`config.mk`:
```
export PLATFORM = sky130hd
export DESIGN_NAME = fir_out_mem_reader
export DESIGN_NICKNAME = d
export VERILOG_FILES = /design/src/rtl/fir_out_mem_reader_pkg.sv /design/src/rtl/fir_reader_skid_fifo.sv /design/src/rtl/fir_out_mem_reader.sv
export SDC_FILE = /design/constraint.sdc
export NUM_CORES = 1
export LEC_CHECK = 0
export CORE_ASPECT_RATIO = 1.2
export CORE_MARGIN = 2
export CORE_UTILIZATION = 53
export CTS_BUF_LIST = sky130_fd_sc_hd__clkbuf_4
export DETAILED_ROUTE_END_ITERATION = 16
export PLACE_DENSITY = 0.79
export SKIP_LAST_GASP = 1
export SLEW_MARGIN = 10
export SYNTH_ARGS = -nofsm -noshare
export SYNTH_HDL_FRONTEND = slang
export SYNTH_SLANG_ARGS = --single-unit
```
`constraint.sdc`:
```
create_clock -name clk20 -period 2.3 [get_ports clk20]
set_input_delay 0.23 -clock clk20 [delete_from_list [all_inputs] [get_ports clk20]]
set_output_delay 0.23 -clock clk20 [all_outputs]
set_load 0.01 [all_outputs]
```
`src/rtl/fir_out_mem_reader_pkg.sv`:
```
// Shared constants, FSM encoding and the round/shift/saturate function for the
// filter-output memory readback engine.
package fir_out_mem_reader_pkg;

    localparam int DEF_DATA_W = 22;
    localparam int DEF_OUT_W  = 16;
    localparam int DEF_SHIFT  = 6;
    localparam int ADDR_W     = 8;
    localparam int RA_W       = 6;
    localparam int CA_W       = 2;
    localparam int LEN_W      = 9;

    localparam logic [1:0] ST_IDLE   = 2'd0;
    localparam logic [1:0] ST_READ   = 2'd1;
    localparam logic [1:0] ST_DRAIN  = 2'd2;
    localparam logic [1:0] ST_FINISH = 2'd3;

    // Saturation limits expressed in the widened (DATA_W+1) arithmetic domain.
    localparam logic signed [DEF_DATA_W:0] SAT_MAX = (DEF_DATA_W+1)'(2**(DEF_OUT_W-1) - 1);
    localparam logic signed [DEF_DATA_W:0] SAT_MIN = (DEF_DATA_W+1)'(-(2**(DEF_OUT_W-1)));

    typedef struct packed {
        logic                 sat;
        logic [DEF_OUT_W-1:0] data;
    } sample_t;

    // Round half up, arithmetic shift right, then clip to the signed output range.
    function automatic sample_t sat_round(input logic [DEF_DATA_W-1:0] q, input int shift);
        logic signed [DEF_DATA_W:0] qx;
        logic signed [DEF_DATA_W:0] rnd;
        logic signed [DEF_DATA_W:0] t;
        sample_t                    r;
        qx  = signed'({q[DEF_DATA_W-1], q});
        rnd = '0;
        if (shift > 0) begin
            rnd = (DEF_DATA_W+1)'(1) << (shift - 1);
            t   = (qx + rnd) >>> shift;
        end else begin
            t = qx;
        end
        if (t > SAT_MAX) begin
            r.sat  = 1'b1;
            r.data = SAT_MAX[DEF_OUT_W-1:0];
        end else if (t < SAT_MIN) begin
            r.sat  = 1'b1;
            r.data = SAT_MIN[DEF_OUT_W-1:0];
        end else begin
            r.sat  = 1'b0;
            r.data = t[DEF_OUT_W-1:0];
        end
        return r;
    endfunction

endpackage

```
`src/rtl/fir_reader_skid_fifo.sv`:
```
// Two-entry first-word-fall-through FIFO holding processed samples between the
// memory read pipeline and the streaming output.
module fir_reader_skid_fifo
    import fir_out_mem_reader_pkg::*;
#(
    parameter int W = DEF_OUT_W + 1
) (
    input  logic         clk,
    input  logic         rstn,
    input  logic         push,
    input  logic [W-1:0] din,
    input  logic         pop,
    output logic [W-1:0] dout,
    output logic [1:0]   count
);

    logic [W-1:0] slot0;
    logic [W-1:0] slot1;
    logic         wr_ptr;
    logic         rd_ptr;

    // Head entry is always visible on dout.
    assign dout = rd_ptr ? slot1 : slot0;

    // Storage, pointers and occupancy; caller guarantees no push when full.
    always_ff @(posedge clk) begin
        if (!rstn) begin
            slot0  <= '0;
            slot1  <= '0;
            wr_ptr <= 1'b0;
            rd_ptr <= 1'b0;
            count  <= 2'd0;
        end else begin
            if (push) begin
                if (wr_ptr) slot1 <= din;
                else        slot0 <= din;
                wr_ptr <= ~wr_ptr;
            end
            if (pop) begin
                rd_ptr <= ~rd_ptr;
            end
            case ({push, pop})
                2'b10:   count <= count + 2'd1;
                2'b01:   count <= count - 2'd1;
                default: count <= count;
            endcase
        end
    end

endmodule

```
`src/rtl/fir_out_mem_reader.sv`:
```
// Readback engine for the 256x22 filter-output memory: reads a wrap-around
// address range, rounds/shifts/saturates each word and streams it out.
//
// Handshake: a sample transfers on every clk20 edge where dout_valid and
// dout_ready are both high; dout/sat_flag stay stable while dout_valid is high
// and dout_ready is low, and dout_valid only falls after a transfer.
module fir_out_mem_reader
    import fir_out_mem_reader_pkg::*;
#(
    parameter int DATA_W = DEF_DATA_W,
    parameter int OUT_W  = DEF_OUT_W,
    parameter int SHIFT  = DEF_SHIFT
) (
    input  logic              clk20,
    input  logic              rstn,
    input  logic              start,
    input  logic [ADDR_W-1:0] start_addr,
    input  logic [LEN_W-1:0]  length,
    output logic              busy,
    output logic              done,
    output logic              mem_nce,
    output logic              mem_nwrt,
    output logic [RA_W-1:0]   mem_ra,
    output logic [CA_W-1:0]   mem_ca,
    input  logic [DATA_W-1:0] mem_q,
    output logic [OUT_W-1:0]  dout,
    output logic              dout_valid,
    input  logic              dout_ready,
    output logic              sat_flag,
    output logic [1:0]        state_dbg
);

    logic [1:0]        state;
    logic [ADDR_W-1:0] addr;
    logic [ADDR_W-1:0] last_addr;
    logic [LEN_W-1:0]  remaining;
    logic              pending;     // read sampled by memory last edge, data on mem_q now
    logic [1:0]        fifo_count;
    logic [OUT_W:0]    fifo_dout;
    logic [OUT_W:0]    proc;
    logic [2:0]        occ;
    logic              pop;
    logic              issue;

    // Processing happens before the FIFO so the FIFO holds {sat, sample}.
    assign proc = sat_round(mem_q, SHIFT);

    fir_reader_skid_fifo #(
        .W (OUT_W + 1)
    ) u_fifo (
        .clk   (clk20),
        .rstn  (rstn),
        .push  (pending),
        .din   (proc),
        .pop   (pop),
        .dout  (fifo_dout),
        .count (fifo_count)
    );

    // Credit check: FIFO entries plus the read in flight, less this cycle's
    // pop, must leave room for one more word two edges from now.
    always_comb begin
        pop   = dout_valid && dout_ready;
        occ   = {1'b0, fifo_count} + {2'b00, pending};
        issue = (state == ST_READ) && (remaining != '0) && (occ < (3'd2 + {2'b00, pop}));
    end

    // Memory port, stream outputs and status decode.
    always_comb begin
        mem_nce    = ~issue;
        mem_nwrt   = 1'b1;
        {mem_ra, mem_ca} = issue ? addr : last_addr;
        dout_valid = (fifo_count != 2'd0);
        dout       = fifo_dout[OUT_W-1:0];
        sat_flag   = fifo_dout[OUT_W];
        busy       = (state != ST_IDLE);
        done       = (state == ST_FINISH);
        state_dbg  = state;
    end

    // Control FSM, address/length counters and the one-deep read pipeline.
    always_ff @(posedge clk20) begin
        if (!rstn) begin
            state     <= ST_IDLE;
            addr      <= '0;
            last_addr <= '0;
            remaining <= '0;
            pending   <= 1'b0;
        end else begin
            pending <= issue;
            if (issue) begin
                addr      <= addr + 8'd1;
                remaining <= remaining - 9'd1;
                last_addr <= addr;
            end
            case (state)
                ST_IDLE: begin
                    if (start) begin
                        addr      <= start_addr;
                        remaining <= length;
                        state     <= (length == '0) ? ST_FINISH : ST_READ;
                    end
                end
                ST_READ: begin
                    if (remaining == '0) state <= ST_DRAIN;
                end
                ST_DRAIN: begin
                    if ((fifo_count == 2'd0) && !pending) state <= ST_FINISH;
                end
                default: begin
                    state <= ST_IDLE;
                end
            endcase
        end
    end

endmodule

```
Word level (Yosys, flattened, before mapping)
Index checks and enable logic that the tools add are counted.
{"block": "totals", "regBits": 66, "in_bits": 43}
{"block": "classes", "n_addsub": 7, "order_cmp": 3, "eq_ne": 8, "n_mux": 16, "bitwise_logic": 3, "n_reduce_logical": 16}
{"op": "$mux W17", "count": 3}
{"op": "$mux W8", "count": 4}
{"op": "$mux W9", "count": 3}
{"op": "$add A22 B7 Y23 const B", "count": 1}
{"op": "$logic_not A9 Y1", "count": 2}
{"op": "$gt A17 B16 Y1 const B", "count": 1}
{"op": "$lt A17 B16 Y1 const B", "count": 1}
{"op": "$reduce_bool A9 Y1", "count": 1}
{"op": "$sub A9 B1 Y9 const B", "count": 1}
{"op": "$add A8 B1 Y8 const B", "count": 1}
{"op": "$mux W2", "count": 4}
{"op": "$eq A2 B2 Y1 const B", "count": 3}
{"op": "$pmux W2 S3", "count": 1}
{"op": "$reduce_bool A2 Y1", "count": 3}
{"op": "$eq A2 B1 Y1 const B", "count": 2}
{"op": "$logic_and A1 B1 Y1", "count": 4}
{"op": "$logic_not A2 Y1", "count": 2}
{"op": "$ne A2 B2 Y1 const B", "count": 2}
{"op": "$pmux W2 S2", "count": 1}
{"op": "$reduce_and A2 Y1", "count": 2}
{"op": "$add A2 B1 Y3", "count": 1}
{"op": "$add A2 B1 Y3 const A", "count": 1}
{"op": "$lt A3 B3 Y1", "count": 1}
{"op": "$not A1 Y1", "count": 3}
{"op": "5 further kinds", "count": 5}

Logic depth before layout (Yosys ltp)
{"block": "logic_depth", "depth_word": 8, "ltp_mapped": 10, "depth_no_buf": 8}

Modules after synthesis
From an unflattened synthesis, not the netlist that was laid out.
{"block": "unflattened", "cells_unflattened": 452, "area_unflattened_um2": 3833.7}
{"mod": "fir_out_mem_reader", "instances": 1, "cells_per_inst": 266, "area_each_um2": 2078.2, "seq_area_each_um2": 560.5}
{"mod": "fir_reader_skid_fifo", "instances": 1, "cells_per_inst": 186, "area_each_um2": 1755.4, "seq_area_each_um2": 760.7}

Worst setup path before layout
No wires, ideal clock.
{"block": "synth_path", "path_kind": "flip-flop to flip-flop", "from": "register u_fifo.count[0]", "to": "register addr[5]", "setup_ps": 74, "t_arrival_ps": 1951, "setup_slack_ps": 275, "stages_incl_launch_ff": 9, "path_buffers": 1, "cell_sequence": "dfxtp_1 > ha_1 > ha_1 > nor2b_1 > and3_1 > buf_6 > inv_2 > or4_1 > a31oi_1"}
{"block": "synth_via", "elab_chain_cells": 8}
{"element": "start: declaration", "line_no": "fir_reader_skid_fifo.sv:14", "text": "output logic [1:0] count"}
{"element": "start signal: assignment", "line_no": "fir_reader_skid_fifo.sv:43", "text": "2'b10: count <= count + 2'd1;"}
{"element": "start signal: assignment", "line_no": "fir_reader_skid_fifo.sv:44", "text": "2'b01: count <= count - 2'd1;"}
{"element": "start signal: assignment", "line_no": "fir_reader_skid_fifo.sv:45", "text": "default: count <= count;"}
{"element": "$reduce_bool A2 Y1", "line_no": "fir_out_mem_reader.sv:73", "text": "dout_valid = (fifo_count != 2'd0);"}
{"element": "$logic_and A1 B1 Y1", "line_no": "fir_out_mem_reader.sv:63", "text": "pop = dout_valid && dout_ready;"}
{"element": "$add A2 B1 Y3", "line_no": "fir_out_mem_reader.sv:65", "text": "issue = (state == ST_READ) && (remaining != '0) && (occ < (3'd2 + {2'b00, pop}));"}
{"element": "$lt A3 B3 Y1 *", "line_no": "fir_out_mem_reader.sv:65"}
{"element": "$logic_and A1 B1 Y1 *", "line_no": "fir_out_mem_reader.sv:65"}
{"element": "$mux W8 *", "line_no": "fir_out_mem_reader.sv:91", "text": "if (issue) begin"}
{"element": "$mux W8", "line_no": "fir_out_mem_reader.sv:98", "text": "if (start) begin"}
{"element": "$mux W8 *", "line_no": "fir_out_mem_reader.sv:96", "text": "case (state)"}
{"element": "end signal: assignment", "line_no": "fir_out_mem_reader.sv:92", "text": "addr <= addr + 8'd1;"}
{"element": "end signal: assignment", "line_no": "fir_out_mem_reader.sv:99", "text": "addr <= start_addr;"}
{"element": "end: declaration", "line_no": "fir_out_mem_reader.sv:34", "text": "logic [ADDR_W-1:0] addr;"}
Every way passes the cells marked *; elsewhere a longest branch is shown, timed or not.
A chain may end at the register's enable or synchronous reset.

Worst setup path in the final report
{"block": "layout_path", "from": "register remaining[1]", "to": "output port mem_ra[5]"}
{"block": "layout_via", "elab_chain_cells": 4}
{"element": "start: declaration", "line_no": "fir_out_mem_reader.sv:36", "text": "logic [LEN_W-1:0] remaining;"}
{"element": "start signal: assignment", "line_no": "fir_out_mem_reader.sv:93", "text": "remaining <= remaining - 9'd1;"}
{"element": "start signal: assignment", "line_no": "fir_out_mem_reader.sv:100", "text": "remaining <= length;"}
{"element": "$reduce_bool A9 Y1", "line_no": "fir_out_mem_reader.sv:65"}
{"element": "$logic_and A1 B1 Y1 (2 in series)", "line_no": "fir_out_mem_reader.sv:65"}
{"element": "$mux W8"}
{"element": "end: declaration", "line_no": "fir_out_mem_reader.sv:23", "text": "output logic [RA_W-1:0] mem_ra,"}
No other way between the ends.

==> results.yml <==
critical_path:
  worst_setup_path_start_kind: "register"
  path_max_fanout: 6
  critPathMaxStageDelay_ps: 340
  r2r_cells: 13
  crit_path_start: "remaining[1]"
  path_cells: "inv_2 > ha_4 > nor4b_4 > nand2_1 > and3_4 > buf_8 > inv_6 > mux2_4 > buf_6"
  crit_arrival_ps: 2090
  slowest_stage: "dfxtp_1"
  timing.rr.start: "remaining[1]"
  worstPathRequired_ps: 2070
  worstSetupPathType: "reg2out"
  endpoint_kind: "output pin"
global_routing:
  antenna_found_initial: 0
  grt_max_degree: 32
  gr-usage-all-layers: 0.270
  grt_pass1_wl_um: 15700
  gr-total-overflow: 0
  grt_pass1_vias: 3514
logic_synthesis:
  yosysWarnings: 0
  synth-edff-count: 0
  ys_seq_elements: 66
  synthesis.area_mm2: 0.00357
  yosys.cell_types.count: 50
  syn_inst: 417
  seq_area_frac_synth: 0.370
  synth-main-ff-cell: "dfxtp_1"
  postSynthAreaPerCell_um2: 8.57
  synth_fp_nets: 471
  async_flop_share: 0
sta:
  rsz0062_at_grt: "true"
  setup_viol: 1
  timing.final.hold_violations: 0
  setup_slack_ps: -16.9
  worst_clock_skew_ps: 22.0
  fin_setup_tns_ps: -16.9
  max_freq_mhz: 432
  fin_crit_sh: 1.01
  relSlewSlack: 0.503
  tightest_slew_ps: 745
  slew_violations: 0
  finalCriticalPeriod_ps: 2320
run:
  drv_cap: 0
finish:
  diodes: 0
  layout-drive-gt1-share: 0.249
  final_util: 0.753
  mostFrequentLayoutCell: "dfxtp_1"
  areaGrowthSynthToFinish_pct: 36.7
  final_cell_mix: "dfxtp_1, clkdlybuf4s50_1, buf_4"
  fin_nets: 580
floorplan:
  coreArea_mm2: 0.00649
  core.rowCount: 32
  fp.dieW_um: 78.9
  num_io_pins: 75
  start_util: 0.551
  die_y_um: 93.9
  die-area_mm2: 0.00742
pwr:
  power.density_mw_per_mm2: 994
  p_sw_frac: 0.378
  seq_power_share: 0.329
  intPower_mw: 3.02
  finalPower_mw: 4.85
  pwr-share-clk: 0.162
  comb_power_share: 0.509
  p_switching_mw: 1.84
  p_leak_nw: 1.94
  ir_worst_vdd_mv: 0.496
min_path:
  min_path_cells: 3
  hp-start: "start_addr[3]"
  hold_class: "in2reg"
drt:
  drtIter0Drc: 146
  drc_errors: 0
  antenna_left: 0
  vias: 3635
  wl_um: 9850
  routed_via_density: 5.90
  drt_first_pass_iters: 5
  wl_per_cell_um: 16.0
clock_network:
  cts.clk_slew.worst_paths_ps: 120
  clock-sinks: 66
  cts_max_level: 3
  cts_tree: "built"
  clock_latency_ps: 420
  numCtsBuffers: 9
  cts_buffer_depth: 2
  cts_root_buf: "clkbuf_4"
place:
  place_congestion: 0.962
  post-place-ws_ps: -94.0
  dp_hpwl_um: 6770
  port_buffers: 68
outcome:
  violations: "setup timing"
  status: "finished, violations left"
==> synth_stat cells (4+ instances only) <==
master	number	area, µm²
xnor2_1	6	52.6
nor4_1	4	25.0
mux2_2	22	248
or4_1	5	37.5
nor3_1	8	40.0
nand2_1	29	109
buf_6	4	45.0
or3_1	11	68.8
nand4_1	4	25.0
and2_1	10	62.6
a211oi_1	8	60.1
o21ai_0	46	230
a31oi_1	11	68.8
dfxtp_1	66	1320
ha_1	11	138
inv_1	11	41.3
a21oi_1	37	185
nand3_1	17	85.1
clkbuf_1	19	71.3
nor2_1	29	109
o31ai_1	8	60.1
mux2_4	4	60.1
xor2_1	11	96.3
==> power by group through the flow <==
stage	registers (mW)	logic [mW]	clock network (mW)
global route	1.62	2.67	0.846
global placement	1.57	2.06	0
CTS	1.58	2.31	0.796
floorplan	1.58	1.24	0
finish	1.59	2.47	0.788
detailed placement	1.59	2.12	0
==> critical path, delay by kind of cell, from the launching register on <==
kind	cells	cell delay, ps
simple gates	3	530
buf+inv	4	380
flops	1	340
mux	1	300
fa+ha+maj	1	130
==> flip-flops by register name, summed over array words and instances, names as in the netlist, 2 cells and up <==
signal and cells:
last_addr 8, u_fifo.count 2, u_fifo.slot0 17, addr 8, u_fifo.slot1 17, state_dbg 2, remaining 9
==> final timing paths <==
path | end | slack, ps
setup / recovery | mem_ra[5] | -20
hold / removal | addr[3] | 430
setup reg to reg | state_dbg[1] | 70
hold reg to reg | u_fifo.slot0[16] | 470
==> layer usage <==
metal | track usage | share of wire | vias up
met5 | 0 | 0 | -
met4 | 0.118 | 0.034 | 0
met3 | 0.0615 | 0.051 | 30
met2 | 0.499 | 0.52 | 139
met1 | 0.293 | 0.40 | 1729
li1 | - | - | 1737
==> cell type report <==
| type | instances | area [µm²] |
|---|---|---|
| Inverter | 12 | 50.0 |
| Fill cell | 497 | 1600 |
| Clock buffer | 10 | 75.1 |
| Multi-Input combinational cell | 315 | 2170 |
| Sequential cell | 66 | 1330 |
| Tap cell | 85 | 106 |
| Clock inverter | 6 | 67.6 |
| Timing Repair Buffer | 122 | 1090 |
==> through the flow <==
step | std cells | instance area (µm²) | hold WS, ps
4_1_cts | 615 | 4810 | 424
3_5_place_dp | 590 | 4570 | 451
6_report | 616 | 4880 | 430
3_3_place_gp | 590 | 4570 | 442
2_1_floorplan | 417 | 3570 | 380
5_1_grt | 616 | 4880 | 419
==> cell families after synthesis <==
logic type,synth area share
multiplexers,0.0890
buffers and inverters,0.0473
AO/OA/AOI/OAI,0.200
AND/OR/NAND/NOR,0.212
XOR/XNOR,0.0417
flip-flops,0.370
other,0.00105
adder cells (fa/ha/maj),0.0385
==> what timing repair did <==
item	in CTS	in global routing
gates resized for setup	53	12
gates cloned	0	0
setup buffers	9	3
hold endpoints to repair	0	0
endpoints found under the setup margin	9	18
pin swaps	4	4
hold buffers	0	0
Power figures use the tool's default switching activity.
